### config.mk
export PLATFORM = sky130hd
export DESIGN_NAME = bch_dec_ctrl_flat
export DESIGN_NICKNAME = d
export VERILOG_FILES = /design/src/rtl/bch_dec_ctrl_if.sv /design/src/rtl/bch_dec_ctrl.sv /design/src/flat_wrapper.sv
export SDC_FILE = /design/constraint.sdc
export NUM_CORES = 1
export LEC_CHECK = 0
export CORE_UTILIZATION = 30
export DETAILED_ROUTE_END_ITERATION = 10
export GPL_TIMING_DRIVEN = 0
export PLACE_DENSITY = 0.49
export SYNTH_ARGS = -nofsm -noshare
export SYNTH_HDL_FRONTEND = slang
export SYNTH_SLANG_ARGS = --single-unit
export TNS_END_PERCENT = 100
### constraint.sdc
create_clock -name clk -period 8.9 [get_ports clk]
set_input_delay 2.225 -clock clk [delete_from_list [all_inputs] [get_ports clk]]
set_output_delay 2.225 -clock clk [all_outputs]
set_load 0.02 [all_outputs]
### src/rtl/bch_dec_ctrl_if.sv
// bch_dec_ctrl_if: serial input, decoder request/response and output handshake bundle (master = environment, slave = controller)
interface bch_dec_ctrl_if #(
  parameter int N = 63,
  parameter int K = 51
);
  logic         in_bit;
  logic         in_valid;
  logic         in_ready;
  logic [N-1:0] dec_codeword;
  logic         dec_start;
  logic [N-1:0] dec_result;
  logic         dec_done;
  logic [K-1:0] out_data;
  logic [2:0]   out_nerr;
  logic         out_fail;
  logic         out_valid;
  logic         out_ready;
  modport master (
    output in_bit, in_valid, dec_result, dec_done, out_ready,
    input  in_ready, dec_codeword, dec_start, out_data, out_nerr, out_fail, out_valid
  );
  modport slave (
    input  in_bit, in_valid, dec_result, dec_done, out_ready,
    output in_ready, dec_codeword, dec_start, out_data, out_nerr, out_fail, out_valid
  );
endinterface

### src/rtl/bch_dec_ctrl.sv
// bch_dec_ctrl: collects a serial N-bit codeword, runs one decoder request with timeout, returns K message bits (ports: clk, rst, bus = slave side of bch_dec_ctrl_if)
module bch_dec_ctrl #(
  parameter int N       = 63,
  parameter int K       = 51,
  parameter int TIMEOUT = 16
) (
  input logic          clk,
  input logic          rst,
  bch_dec_ctrl_if.slave bus
);
  localparam int BW = $clog2(N);
  localparam logic [BW-1:0] BIT_LAST = BW'(N - 1);
  localparam logic [7:0] T_LAST = 8'(TIMEOUT - 1);
  localparam logic [7:0] T_MAX  = 8'(TIMEOUT);
  typedef enum logic [1:0] {COLLECT, START, WAIT, OUTPUT} state_t;
  state_t state;
  logic [N-1:0] sreg;
  logic [BW-1:0] bcnt;
  logic [7:0] tcnt;
  logic [31:0] nerr_full;
  assign bus.in_ready = state == COLLECT;
  assign bus.dec_codeword = sreg;
  assign nerr_full = $countones(bus.dec_result ^ sreg);
  always_ff @(posedge clk) begin
    if (rst) begin
      state         <= COLLECT;
      sreg          <= '0;
      bcnt          <= '0;
      tcnt          <= '0;
      bus.dec_start <= 1'b0;
      bus.out_data  <= '0;
      bus.out_nerr  <= '0;
      bus.out_fail  <= 1'b0;
      bus.out_valid <= 1'b0;
    end else begin
      bus.dec_start <= 1'b0;
      case (state)
        COLLECT: if (bus.in_valid) begin
          sreg <= {sreg[N-2:0], bus.in_bit};
          if (bcnt == BIT_LAST) begin
            bcnt          <= '0;
            bus.dec_start <= 1'b1;
            state         <= START;
          end else begin
            bcnt <= bcnt + 1'b1;
          end
        end
        START: begin
          tcnt  <= '0;
          state <= WAIT;
        end
        WAIT: if (bus.dec_done) begin
          bus.out_data  <= bus.dec_result[N-1:N-K];
          bus.out_nerr  <= nerr_full > 32'd7 ? 3'd7 : nerr_full[2:0];
          bus.out_fail  <= 1'b0;
          bus.out_valid <= 1'b1;
          state         <= OUTPUT;
        end else if (tcnt == T_LAST) begin
          tcnt          <= T_MAX;
          bus.out_data  <= sreg[N-1:N-K];
          bus.out_nerr  <= '0;
          bus.out_fail  <= 1'b1;
          bus.out_valid <= 1'b1;
          state         <= OUTPUT;
        end else begin
          tcnt <= tcnt + 1'b1;
        end
        OUTPUT: if (bus.out_ready) begin
          bus.out_valid <= 1'b0;
          state         <= COLLECT;
        end
      endcase
    end
  end
endmodule

### src/flat_wrapper.sv
// flat-port wrapper written by rule: the top's interface ports become plain ports
module bch_dec_ctrl_flat 
#(
  parameter int N       = 63,
  parameter int K       = 51,
  parameter int TIMEOUT = 16
)
  (clk, rst, bus_in_bit, bus_in_valid, bus_dec_result, bus_dec_done, bus_out_ready, bus_in_ready, bus_dec_codeword, bus_dec_start, bus_out_data, bus_out_nerr, bus_out_fail, bus_out_valid);
  bch_dec_ctrl_if #(.N(N), .K(K)) bus_i ();
  input logic clk;
  input logic rst;
  input wire logic [$bits(bus_i.in_bit)-1:0] bus_in_bit;
  input wire logic [$bits(bus_i.in_valid)-1:0] bus_in_valid;
  input wire logic [$bits(bus_i.dec_result)-1:0] bus_dec_result;
  input wire logic [$bits(bus_i.dec_done)-1:0] bus_dec_done;
  input wire logic [$bits(bus_i.out_ready)-1:0] bus_out_ready;
  output wire logic [$bits(bus_i.in_ready)-1:0] bus_in_ready;
  output wire logic [$bits(bus_i.dec_codeword)-1:0] bus_dec_codeword;
  output wire logic [$bits(bus_i.dec_start)-1:0] bus_dec_start;
  output wire logic [$bits(bus_i.out_data)-1:0] bus_out_data;
  output wire logic [$bits(bus_i.out_nerr)-1:0] bus_out_nerr;
  output wire logic [$bits(bus_i.out_fail)-1:0] bus_out_fail;
  output wire logic [$bits(bus_i.out_valid)-1:0] bus_out_valid;
  assign bus_i.in_bit = bus_in_bit;
  assign bus_i.in_valid = bus_in_valid;
  assign bus_i.dec_result = bus_dec_result;
  assign bus_i.dec_done = bus_dec_done;
  assign bus_i.out_ready = bus_out_ready;
  assign bus_in_ready = bus_i.in_ready;
  assign bus_dec_codeword = bus_i.dec_codeword;
  assign bus_dec_start = bus_i.dec_start;
  assign bus_out_data = bus_i.out_data;
  assign bus_out_nerr = bus_i.out_nerr;
  assign bus_out_fail = bus_i.out_fail;
  assign bus_out_valid = bus_i.out_valid;
  bch_dec_ctrl #(.N(N), .K(K), .TIMEOUT(TIMEOUT)) u_core (.clk(clk), .rst(rst), .bus(bus_i));
endmodule
==> run metrics, run 1 <==
status=complete, no violations; peak supply drop=roughly 0.45 mV; WL per Instance=around 16 µm; sequential area share after synthesis=between 30% and 40%; Die Wd=approximately 180 µm; num ports=190; Hold Crit Class=flop to flop; Die Area=around 0.031 mm²; Mapped Area=between 0.009 and 0.01 mm²; critical path buffer and inverter count=4; initial core utilization=between 30 and 40%; Slew HR=41.85%; Syn Area/Cell=between 8 and 9 µm²; Setup crit end kind=flop; fmax=about 130 MHz; non-filler cells, final=approximately 1700; R2R Setup Slk=2.90 ns; Worst-Margin Slew=between 0.8 and 0.9 ns; P&R area growth vs syn=33.37%; Critical-path top delay cell=or4b_2; EDFF count, synth=0; Startpoint Class=input port; CTS tree=yes; CP max stage delay=0.68 ns; Placer Congestion=a little under 0.8; Post-Route WL=roughly 28000 µm; Hold Path Origin=u_core.bus.out_data[13]$_SDFFE_PP0P_; r2r endpoint=u_core.bus.out_nerr[1]$_SDFFE_PP0P_; diodes inserted=0; cell chain of the critical path=clkdlybuf4s50_1, xor2_1, ha_1, inv_1, fa_1, fa_1, inv_1, fa_1, inv_1, fa_1, fa_1, fa_1, fa_1, fa_1, or4b_2, o221ai_1; clock latency on the worst-skew pair=between 0.4 and 0.5 ns; CTS Sinks=between 100 and 150; Hold Worst Slack=around 0.48 ns; Worst Path Required=between 9 and 10 ns; Syn Inst Count=around 1100; dpl cells=between 1500 and 2000; CP max FO=2; # setup viols final=0; Resized cells post-CTS=0; total negative slack=0 ns; initial antenna violation count=1; Worst-path clk slew=about 0.06 ns; largest net degree at the start of global routing=17; GRT overflow=0; Final period util=between 80% and 90%; CP top delay family=adder cells; Leakage=~4.8 nW; fillers=3000; power per cell area=~290 mW/mm²; initial DRC count=approximately 470; hpwl dp=around 21000 µm; number of post-CTS setup repair buffers=0; RSZ-0062 raised after global routing=no; CTS root buf=clkbuf_16; Setup Skew=approximately 0.012 ns; Post-synth top flop=dfxtp_1; kind of critical path=input port to flop; port bufs=about 190; die height=between 150 and 200 µm; Syn Nets=roughly 1200; Synthesis Warnings=0; Worst Hold End=u_core.bus.out_data[13]$_SDFFE_PP0P_; GRT Util Overall=a little under a fifth; r2r worst-path depth=19; Max Slew Vio Count=0; CTS Hold Bufs=0; CP most frequent cell=fa_1; DR vias=approximately 7700; first-pass GRT wire length=between 40000 and 50000 µm; Max-Cap Viols=0; FF+latch count, synth=~140; number of nets in the layout=1451; r2r startpoint=u_core.bus.dec_codeword[40]$_SDFFE_PP0P_; number of global-route vias before repair=just under 8000; Residual DRC=0; layout cell share with drive strength beyond 1=7.453%; Final ANT Viol Nets=0; Max Buffers Root-to-Sink=2; routed vias/inst=about 4.6; H-tree lvl count=4; Arrival @ worst endpoint=slightly above 8 ns; DRT Pass-1 Iters=5; Hold Fails Final Rpt=0; Synth async-reset ratio=0%; FP Rows=63; Hold Path Stages=2; Std-Cell Core Area=a little under 0.03 mm²; CTS Buf Count=17; Yosys cell types=between 40 and 50; crit path time final=7.866 ns
## power by group
group	internal [W]	leakage, nW	total [W]	switching [W]
clock	0.000514	0.314	0.000808	0.000294
combinational	0.000883	3.38	0.00203	0.00115
sequential	0.000615	1.10	0.000622	0.00000635
## final cells by class
cell class	instances	area [µm²]	share of cell area [%]
Multi-Input combinational cell	712	5449	45.05
Sequential cell	136	2723	22.51
Timing Repair Buffer	188	1882	15.56
Inverter	151	566.8	4.686
Tap cell	390	488.0	4.034
Clock buffer	21	460.4	3.806
Buffer	70	335.3	2.772
Clock inverter	10	192.7	1.593
## placed cells by master, fill, tap and decap left out, types with 3 or more instances in the layout
cell type,Yosys,layout
nand2_1,233,233
clkdlybuf4s50_1,0,188
inv_1,151,151
dfxtp_1,136,136
a21oi_1,127,126
xor2_1,66,66
fa_1,57,57
clkbuf_1,52,54
o21ai_0,54,54
o41ai_2,50,50
ha_1,49,49
clkbuf_16,0,17
nor2_1,14,14
buf_2,7,7
nand2b_1,6,6
and3_1,5,5
buf_1,5,5
buf_8,5,5
bufinv_16,0,5
xnor2_1,4,4
mux2i_1,4,4
nor2b_1,3,3
a311oi_1,3,3
nand4_1,3,3
nor3_1,3,3
clkinv_4,0,3
## kinds of logic (layout without fill, tap and decap cells)
group                    after synthesis  after routing  share of synthesized area, %
adder cells (fa/ha/maj)              106            106                         19.34
flip-flops                           136            136                         30.02
AO/OA/AOI/OAI                        253            253                         20.93
buffers and inverters                221            440                         9.946
multiplexers                           4              4                        0.4415
XOR/XNOR                              70             70                         6.759
AND/OR/NAND/NOR                      279            279                         12.57
## sequential cells by signal, indices dropped and copies added (netlist names)
| name | count |
|---|---|
| u_core.bcnt | 6 |
| u_core.bus.out_data | 51 |
| u_core.bus.out_valid | 1 |
| u_core.bus.out_fail | 1 |
| u_core.bus.dec_start | 1 |
| u_core.bus.dec_codeword | 63 |
| u_core.bus.out_nerr | 3 |
| u_core.tcnt | 8 |
| u_core.state | 2 |
## worst min-delay path, delay by kind of cell (launching register included)
family          cells  cell delay, ns
flops               1            0.30
compound gates      2            0.12
## layer usage
metal	vias up	track usage (%)	part of all wire, %
met3	17	3.766	5.2
li1	3896	-	-
met2	179	29.76	46
met5	-	0	0
met1	3593	24.82	48
met4	0	4.964	1.1
## synthesized netlist by cell type (6+ instances only)
master	count	area (µm²)
nand2_1	233	874.6
inv_1	151	566.8
dfxtp_1	136	2723
a21oi_1	127	635.6
xor2_1	66	578.1
fa_1	57	1141
o21ai_0	54	270.3
clkbuf_1	52	195.2
o41ai_2	50	813.3
ha_1	49	613.1
nor2_1	14	52.55
buf_2	7	35.03
nand2b_1	6	37.54
## stage by stage
step	power, W	util (%)	area (µm²)	setup WS, ns
detailed placement	0.002680	38.51	11440	0.5633
floorplan	0.002172	-	9070	1.324
finish	0.003459	40.71	12100	1.034
global route	0.003865	40.71	12100	0.7991
CTS	0.003527	40.71	12100	0.9830
global placement	0.002643	38.50	11440	0.5554
## how the worst max path moves through the flow
stage / from / end / slack [ns] / cells past startpoint
final: bus_dec_result[31] / u_core.bus.out_nerr[1]$_SDFFE_PP0P_ / 1.03 / 16
after global routing: bus_dec_result[40] / u_core.bus.out_nerr[1]$_SDFFE_PP0P_ / 0.80 / 20
after CTS: bus_dec_result[40] / u_core.bus.out_nerr[1]$_SDFFE_PP0P_ / 0.98 / 20
after detailed placement: bus_dec_result[40] / u_core.bus.out_nerr[1]$_SDFFE_PP0P_ / 0.56 / 20
after global placement: bus_dec_result[40] / u_core.bus.out_nerr[1]$_SDFFE_PP0P_ / 0.56 / 20
after floorplan: bus_dec_result[0] / u_core.bus.out_nerr[1]$_SDFFE_PP0P_ / 1.32 / 15
(Power assumes the default switching activity.)
==> run 2: changes to the inputs <==
CORE_MARGIN = 1   (was default)
==> results of run 2 <==
Final layout, timing and power as in run 1 (identical DEF).
==> edit 1 (config.mk and constraints of run 1) <==
`N` is set to 63 in 3 places; all go to 126.
--- a/src/rtl/bch_dec_ctrl_if.sv
+++ b/src/rtl/bch_dec_ctrl_if.sv
@@ -1,6 +1,6 @@
 // bch_dec_ctrl_if: serial input, decoder request/response and output handshake bundle (master = environment, slave = controller)
 interface bch_dec_ctrl_if #(
-  parameter int N = 63,
+  parameter int N = 126,
   parameter int K = 51
 );
   logic         in_bit;
--- a/src/rtl/bch_dec_ctrl.sv
+++ b/src/rtl/bch_dec_ctrl.sv
@@ -1,6 +1,6 @@
 // bch_dec_ctrl: collects a serial N-bit codeword, runs one decoder request with timeout, returns K message bits (ports: clk, rst, bus = slave side of bch_dec_ctrl_if)
 module bch_dec_ctrl #(
-  parameter int N       = 63,
+  parameter int N       = 126,
   parameter int K       = 51,
   parameter int TIMEOUT = 16
 ) (
--- a/src/flat_wrapper.sv
+++ b/src/flat_wrapper.sv
@@ -1,7 +1,7 @@
 // flat-port wrapper written by rule: the top's interface ports become plain ports
 module bch_dec_ctrl_flat 
 #(
-  parameter int N       = 63,
+  parameter int N       = 126,
   parameter int K       = 51,
   parameter int TIMEOUT = 16
 )
Ports: changed (resized bus_dec_codeword and bus_dec_result); port bits go from 190 to 316. No check against the original RTL was run, so the function may have changed too.
==> edit 1 against run 1 <==
  * Wire length up 48%
  * Register-to-register slack got worse by 1.5 ns
  * Worst setup slack got worse by 0.97 ns
  * Cell area increased by 48%
  * Hold slack better by 0.018 ns
  * Critical path type unchanged
  * Sequential cell count up 64
  * Critical endpoint is now u_core.bus.out_nerr[2]
  * Area after synthesis rose by 44%
Power is not shown: default switching activity piles up to over one toggle a cycle in this logic, so the estimate is an artifact.
==> edit 1: results (changes against run 1) <==
metric	value	unit	change
run status	complete, no violations		unchanged
Iteration-0 DRC Markers	422		was 471
FILL cells	4386		was 3000
top post-synthesis cells by count	nand2_1, dfxtp_1, inv_1, a21oi_1, xor2_1		was nand2_1, inv_1, dfxtp_1, a21oi_1, xor2_1
Skew-Pair Late Insertion Delay	0.46	ns	was 0.43 ns
final hold violations	0		unchanged
number of global-route vias before repair	11000		was 7830
Placer Congestion	0.841		was 0.780
number of flip-flops in the largest register	126		was 63
dpl hpwl	32.9	mm	was 21.4 mm
DRT Pass-1 Iters	5		unchanged
H-tree Lvls	4		unchanged
Area contributors post-synth	dfxtp_1, fa_1, xor2_1		was dfxtp_1, fa_1, nand2_1
Syn Nets	1797		was 1244
deepest clock path buffer count	2		unchanged
pin count of the biggest net entering global routing	18		was 17
CP Data Arrival Time	9.19	ns	was 8.21 ns
Antenna diodes	0		unchanged
post-synthesis cell type count	48		was 45
Hold/Removal Path Class	register to register		unchanged
slowest stage delay, CP	0.57	ns	was 0.68 ns
DR vias	10700		was 7685
total global-route track usage	18.7	%	was 18.4%
first-pass GRT wire length	62.9	mm	was 43.5 mm
# nets final	2130		was 1451
initial antenna violation count	3		was 1
Ys Warns	0		unchanged
Post-DP Area	0.0170	mm2	was 0.0114 mm2
Synth async-reset ratio	0	%	unchanged
Post-synth top flop	dfxtp_1		unchanged
Slew @ Worst Pin	1.01	ns	was 0.872 ns
DR WL/cell	17.1	um	was 16.4 um
Max Fanout on Critical Path	3		was 2
slowest stage cell, crit path	fa_1		was or4b_2
clk_skew	0.0142	ns	was 0.0123 ns
post-CTS setup buffers	0		unchanged
Seq/Total Area, Yosys	30.6	%	was 30.0%
Clock Tree Root	clkbuf_16		unchanged
CTS buffer count	17		unchanged
layout cell share with drive strength beyond 1	12.7	%	was 7.45%
I/O Buffers	314		was 188
reg2reg setup slack	1.42	ns	was 2.90 ns
family with the most delay on the worst path	adder cells		unchanged
Reg clk slew, reported paths	0.08	ns	was 0.06 ns
==> edit 1: cells by family after synthesis <==
logic type | Yosys count | synth area share [%]
buffers and inverters | 269 | 7.87
xor gates and xnor gates | 131 | 8.76
muxes | 45 | 3.44
AOI/OAI and AO/OA | 225 | 10.6
DFF | 200 | 30.6
and+or+nand+nor | 367 | 11.2
adders and majority gates | 214 | 27.6
==> edit 1: metrics by stage <==
stage                     TNS [ns]  cells  util [%]  hold WS (ns)  setup WS (ns)
final                            0   2382      41.6         0.493         0.0603
after global routing        -0.344   2382      41.6         0.516         -0.117
after CTS                 -0.00549   2382      41.5         0.494       -0.00549
after detailed placement     -2.99   2350      39.5         0.481          -1.00
after global placement       -2.94   2350      39.5         0.477         -0.983
after floorplan            -0.0357   1451         -         0.457        -0.0119
==> edit 1: per-layer routing <==
metal | wire length (um) | share of wire (%) | track usage [%]
met1 | 19000 | 46 | 25.6
met2 | 19500 | 48 | 30.1
met3 | 1820 | 4.5 | 3.61
met4 | 513 | 1.3 | 4.50
met5 | 34 | 0.083 | 0
==> edit 1: timing repair <==
action,in CTS,in global routing
pin swaps,88,53
endpoints found under the setup margin,3,3
resized for setup,294,68
==> edit 1: layout make-up <==
class                      count  area share [%]
clock inverter                11           0.740
inverter                     199            4.17
timing repair buffer         314            16.6
tap                          585            4.09
clock buffer                  21            2.57
sequential                   200            22.3
buffer                        70            1.59
multi-input combinational    982            47.9
==> edit 1: worst paths after layout <==
check	startpoint	end	depth (start not counted)
setup / recovery	bus_dec_result[108]	u_core.bus.out_nerr[2]	25
hold reg to reg	u_core.bus.dec_codeword[8]	u_core.bus.dec_codeword[9]	2
setup reg to reg	u_core.bus.dec_codeword[109]	u_core.bus.out_nerr[2]	24
hold / removal	u_core.bus.dec_codeword[8]	u_core.bus.dec_codeword[9]	2
==> edit 2 (settings of run 1) <==
Without the edit above. Re-encode `state_t` (4 states) as one-hot, 4 bits wide.
--- a/src/rtl/bch_dec_ctrl.sv
+++ b/src/rtl/bch_dec_ctrl.sv
@@ -12,7 +12,7 @@
   localparam logic [BW-1:0] BIT_LAST = BW'(N - 1);
   localparam logic [7:0] T_LAST = 8'(TIMEOUT - 1);
   localparam logic [7:0] T_MAX  = 8'(TIMEOUT);
-  typedef enum logic [1:0] {COLLECT, START, WAIT, OUTPUT} state_t;
+  typedef enum logic [3:0] {COLLECT = 4'b0001, START = 4'b0010, WAIT = 4'b0100, OUTPUT = 4'b1000} state_t;
   state_t state;
   logic [N-1:0] sreg;
   logic [BW-1:0] bcnt;
Function: no difference found for any inputs over 4 cycles, from zero or initial values and one cycle with rst high; so few cycles prove little.
==> edit 2 against run 1 <==
  * Clock power fell by 12%
  * Sequential cell count rose by 2
  * Cell count fell by 13%
  * Maximum frequency fell by 0.19%
  * Cell area fell by 7.4%
  * Wire length fell by 11%
  * Worst setup slack got worse by 0.015 ns
  * Power fell by 8.1%
  * Area after synthesis fell by 8.5%
  * Critical path type unchanged
  * Critical endpoint is now u_core.bus.out_nerr[2]
  * Largest cell class unchanged
==> edit 2: results (changes against run 1) <==
metric	value	unit	change
H-tree Lvls	4		unchanged
dpl hpwl	18.9	mm	was 21.4 mm
Placer Congestion	0.775		was 0.780
slowest stage delay, CP	0.57	ns	was 0.68 ns
Post-synth top flop	dfxtp_1		unchanged
Clock Tree Root	clkbuf_16		unchanged
Mapped Cells	902		was 1069
post-synthesis cell type count	46		was 45
Area contributors post-synth	dfxtp_1, fa_1, xor2_1		was dfxtp_1, fa_1, nand2_1
slowest stage cell, crit path	fa_1		was or4b_2
pin count of the biggest net entering global routing	17		unchanged
vias per inst	4.67		was 4.58
CTS resizes	0		unchanged
worst vdd ir	0.000351	V	was 0.000453 V
Hold/Removal Path Class	register to register		unchanged
Period minus WS final	7.88	ns	was 7.87 ns
M1 WL	11.8	mm	was 13.1 mm
I/O Buffers	189		was 188
WL met2	11.1	mm	was 12.7 mm
total global-route track usage	17.8	%	was 18.4%
dpl cells	1432		was 1647
Synth async-reset ratio	0	%	unchanged
deepest clock path buffer count	2		unchanged
# nets final	1281		was 1451
CTS buffer count	17		unchanged
Antenna diodes	0		unchanged
Slew @ Worst Pin	0.802	ns	was 0.872 ns
Net Sw Frac	42.0	%	was 41.8%
top post-synthesis cells by count	dfxtp_1, nand2_1, a21oi_1, inv_1, xor2_1		was nand2_1, inv_1, dfxtp_1, a21oi_1, xor2_1
reg2reg setup slack	2.90	ns	about the same
number of flip-flops in the largest register	63		unchanged
Max Used Layer	met4		unchanged
Iteration-0 DRC Markers	299		was 471
DR vias	6839		was 7685
Pleak	4.56	nW	was 4.78 nW
Routed met3 length	1.16	mm	was 1.43 mm
FILL cells	2712		was 3000
layout cell share with drive strength beyond 1	5.70	%	was 7.45%
first-pass GRT wire length	39.1	mm	was 43.5 mm
Seq/Total Area, Yosys	33.3	%	was 30.0%
CP Data Arrival Time	8.20	ns	was 8.21 ns
clk_skew	0.0120	ns	was 0.0123 ns
post-CTS setup buffers	0		unchanged
Skew-Pair Late Insertion Delay	0.43	ns	about the same
run status	complete, no violations		unchanged
DRT Pass-1 Iters	5		unchanged
family with the most delay on the worst path	adder cells		unchanged
number of global-route vias before repair	7066		was 7830
Max Fanout on Critical Path	2		unchanged
Reg clk slew, reported paths	0.06	ns	about the same
initial antenna violation count	0		was 1
Syn Nets	1073		was 1244
DR WL/cell	16.7	um	was 16.4 um
Ys Warns	0		unchanged
[edit 2: cell types whose count changed in the layout (fill, tap and decap cells not counted), moves of 7 or more]
cell	before	now
xor2_1	66	73
clkbuf_1	54	28
inv_1	151	96
mux2i_1	4	51
o21ai_0	54	4
a211oi_1	2	56
o41ai_2	50	0
nand2_1	233	134
buf_2	7	20
[edit 2: routing by layer]
metal  up-vias  GRT usage, %
met5         -             0
met4         0          4.47
met3        21          4.14
met2       163          28.3
met1      3235          24.3
li1       3420             -
[edit 2: layout make-up]
class	count	share of cell area, %
multi-input cells	613	43.8
clock inverters	12	1.03
flip-flops and latches	138	24.7
inverters	96	3.22
repair buffers	189	16.9
plain buffers	55	2.41
well taps	341	3.81
clock buffers	20	4.17
[edit 2: cell families (layout without fill, tap and decap cells)]
kind of cell	count (synthesis)	after routing	share of synthesized area, %
mux	51	51	6.15
compound gates	202	202	14.5
fa+ha+maj	102	102	20.5
simple gates	181	181	9.78
flops	138	138	33.3
xor+xnor	77	77	8.12
buf+inv	151	372	7.60
[edit 2: final timing paths]
kind | startpoint | to | cells past startpoint
setup reg to reg | u_core.bus.dec_codeword[14] | u_core.bus.out_nerr[2] | 18
hold / removal | u_core.tcnt[1] | u_core.tcnt[1] | 2
setup / recovery | bus_dec_result[14] | u_core.bus.out_nerr[2] | 19
hold reg to reg | u_core.tcnt[1] | u_core.tcnt[1] | 2
[edit 2: worst reg2reg max path: stages, from the launching register on]
cell and delay (ns):
dfxtp_1 0.36, xor2_1 0.19, ha_1 0.23, fa_1 0.55, inv_1 0.06, fa_1 0.44
fa_1 0.57, inv_1 0.05, fa_1 0.47, fa_1 0.53, fa_1 0.55, inv_1 0.05
fa_1 0.53, inv_1 0.05, ha_1 0.19, or4_1 0.50, nor3_1 0.23, o211ai_1 0.13
a22o_1 0.21
[edit 2: power groups by stage]
stage	logic (mW)	registers, mW	clock network (mW)
detailed placement	1.89	0.635	0
global placement	1.88	0.635	0
global route	2.22	0.621	0.759
finish	1.85	0.621	0.711
floorplan	1.46	0.635	0
CTS	1.91	0.621	0.733
[edit 2: per-stage QoR]
step / cell area [um2] / hold WS [ns] / power (mW) / worst slack, ns / util, %
finish: 11200 / 0.490 / 3.18 / 1.02 / 41.4
global route: 11200 / 0.507 / 3.60 / 0.780 / 41.4
CTS: 11200 / 0.492 / 3.26 / 0.984 / 41.4
detailed placement: 10600 / 0.470 / 2.52 / 0.574 / 39.3
global placement: 10600 / 0.469 / 2.51 / 0.561 / 39.3
floorplan: 8300 / 0.452 / 2.09 / 1.35 / -
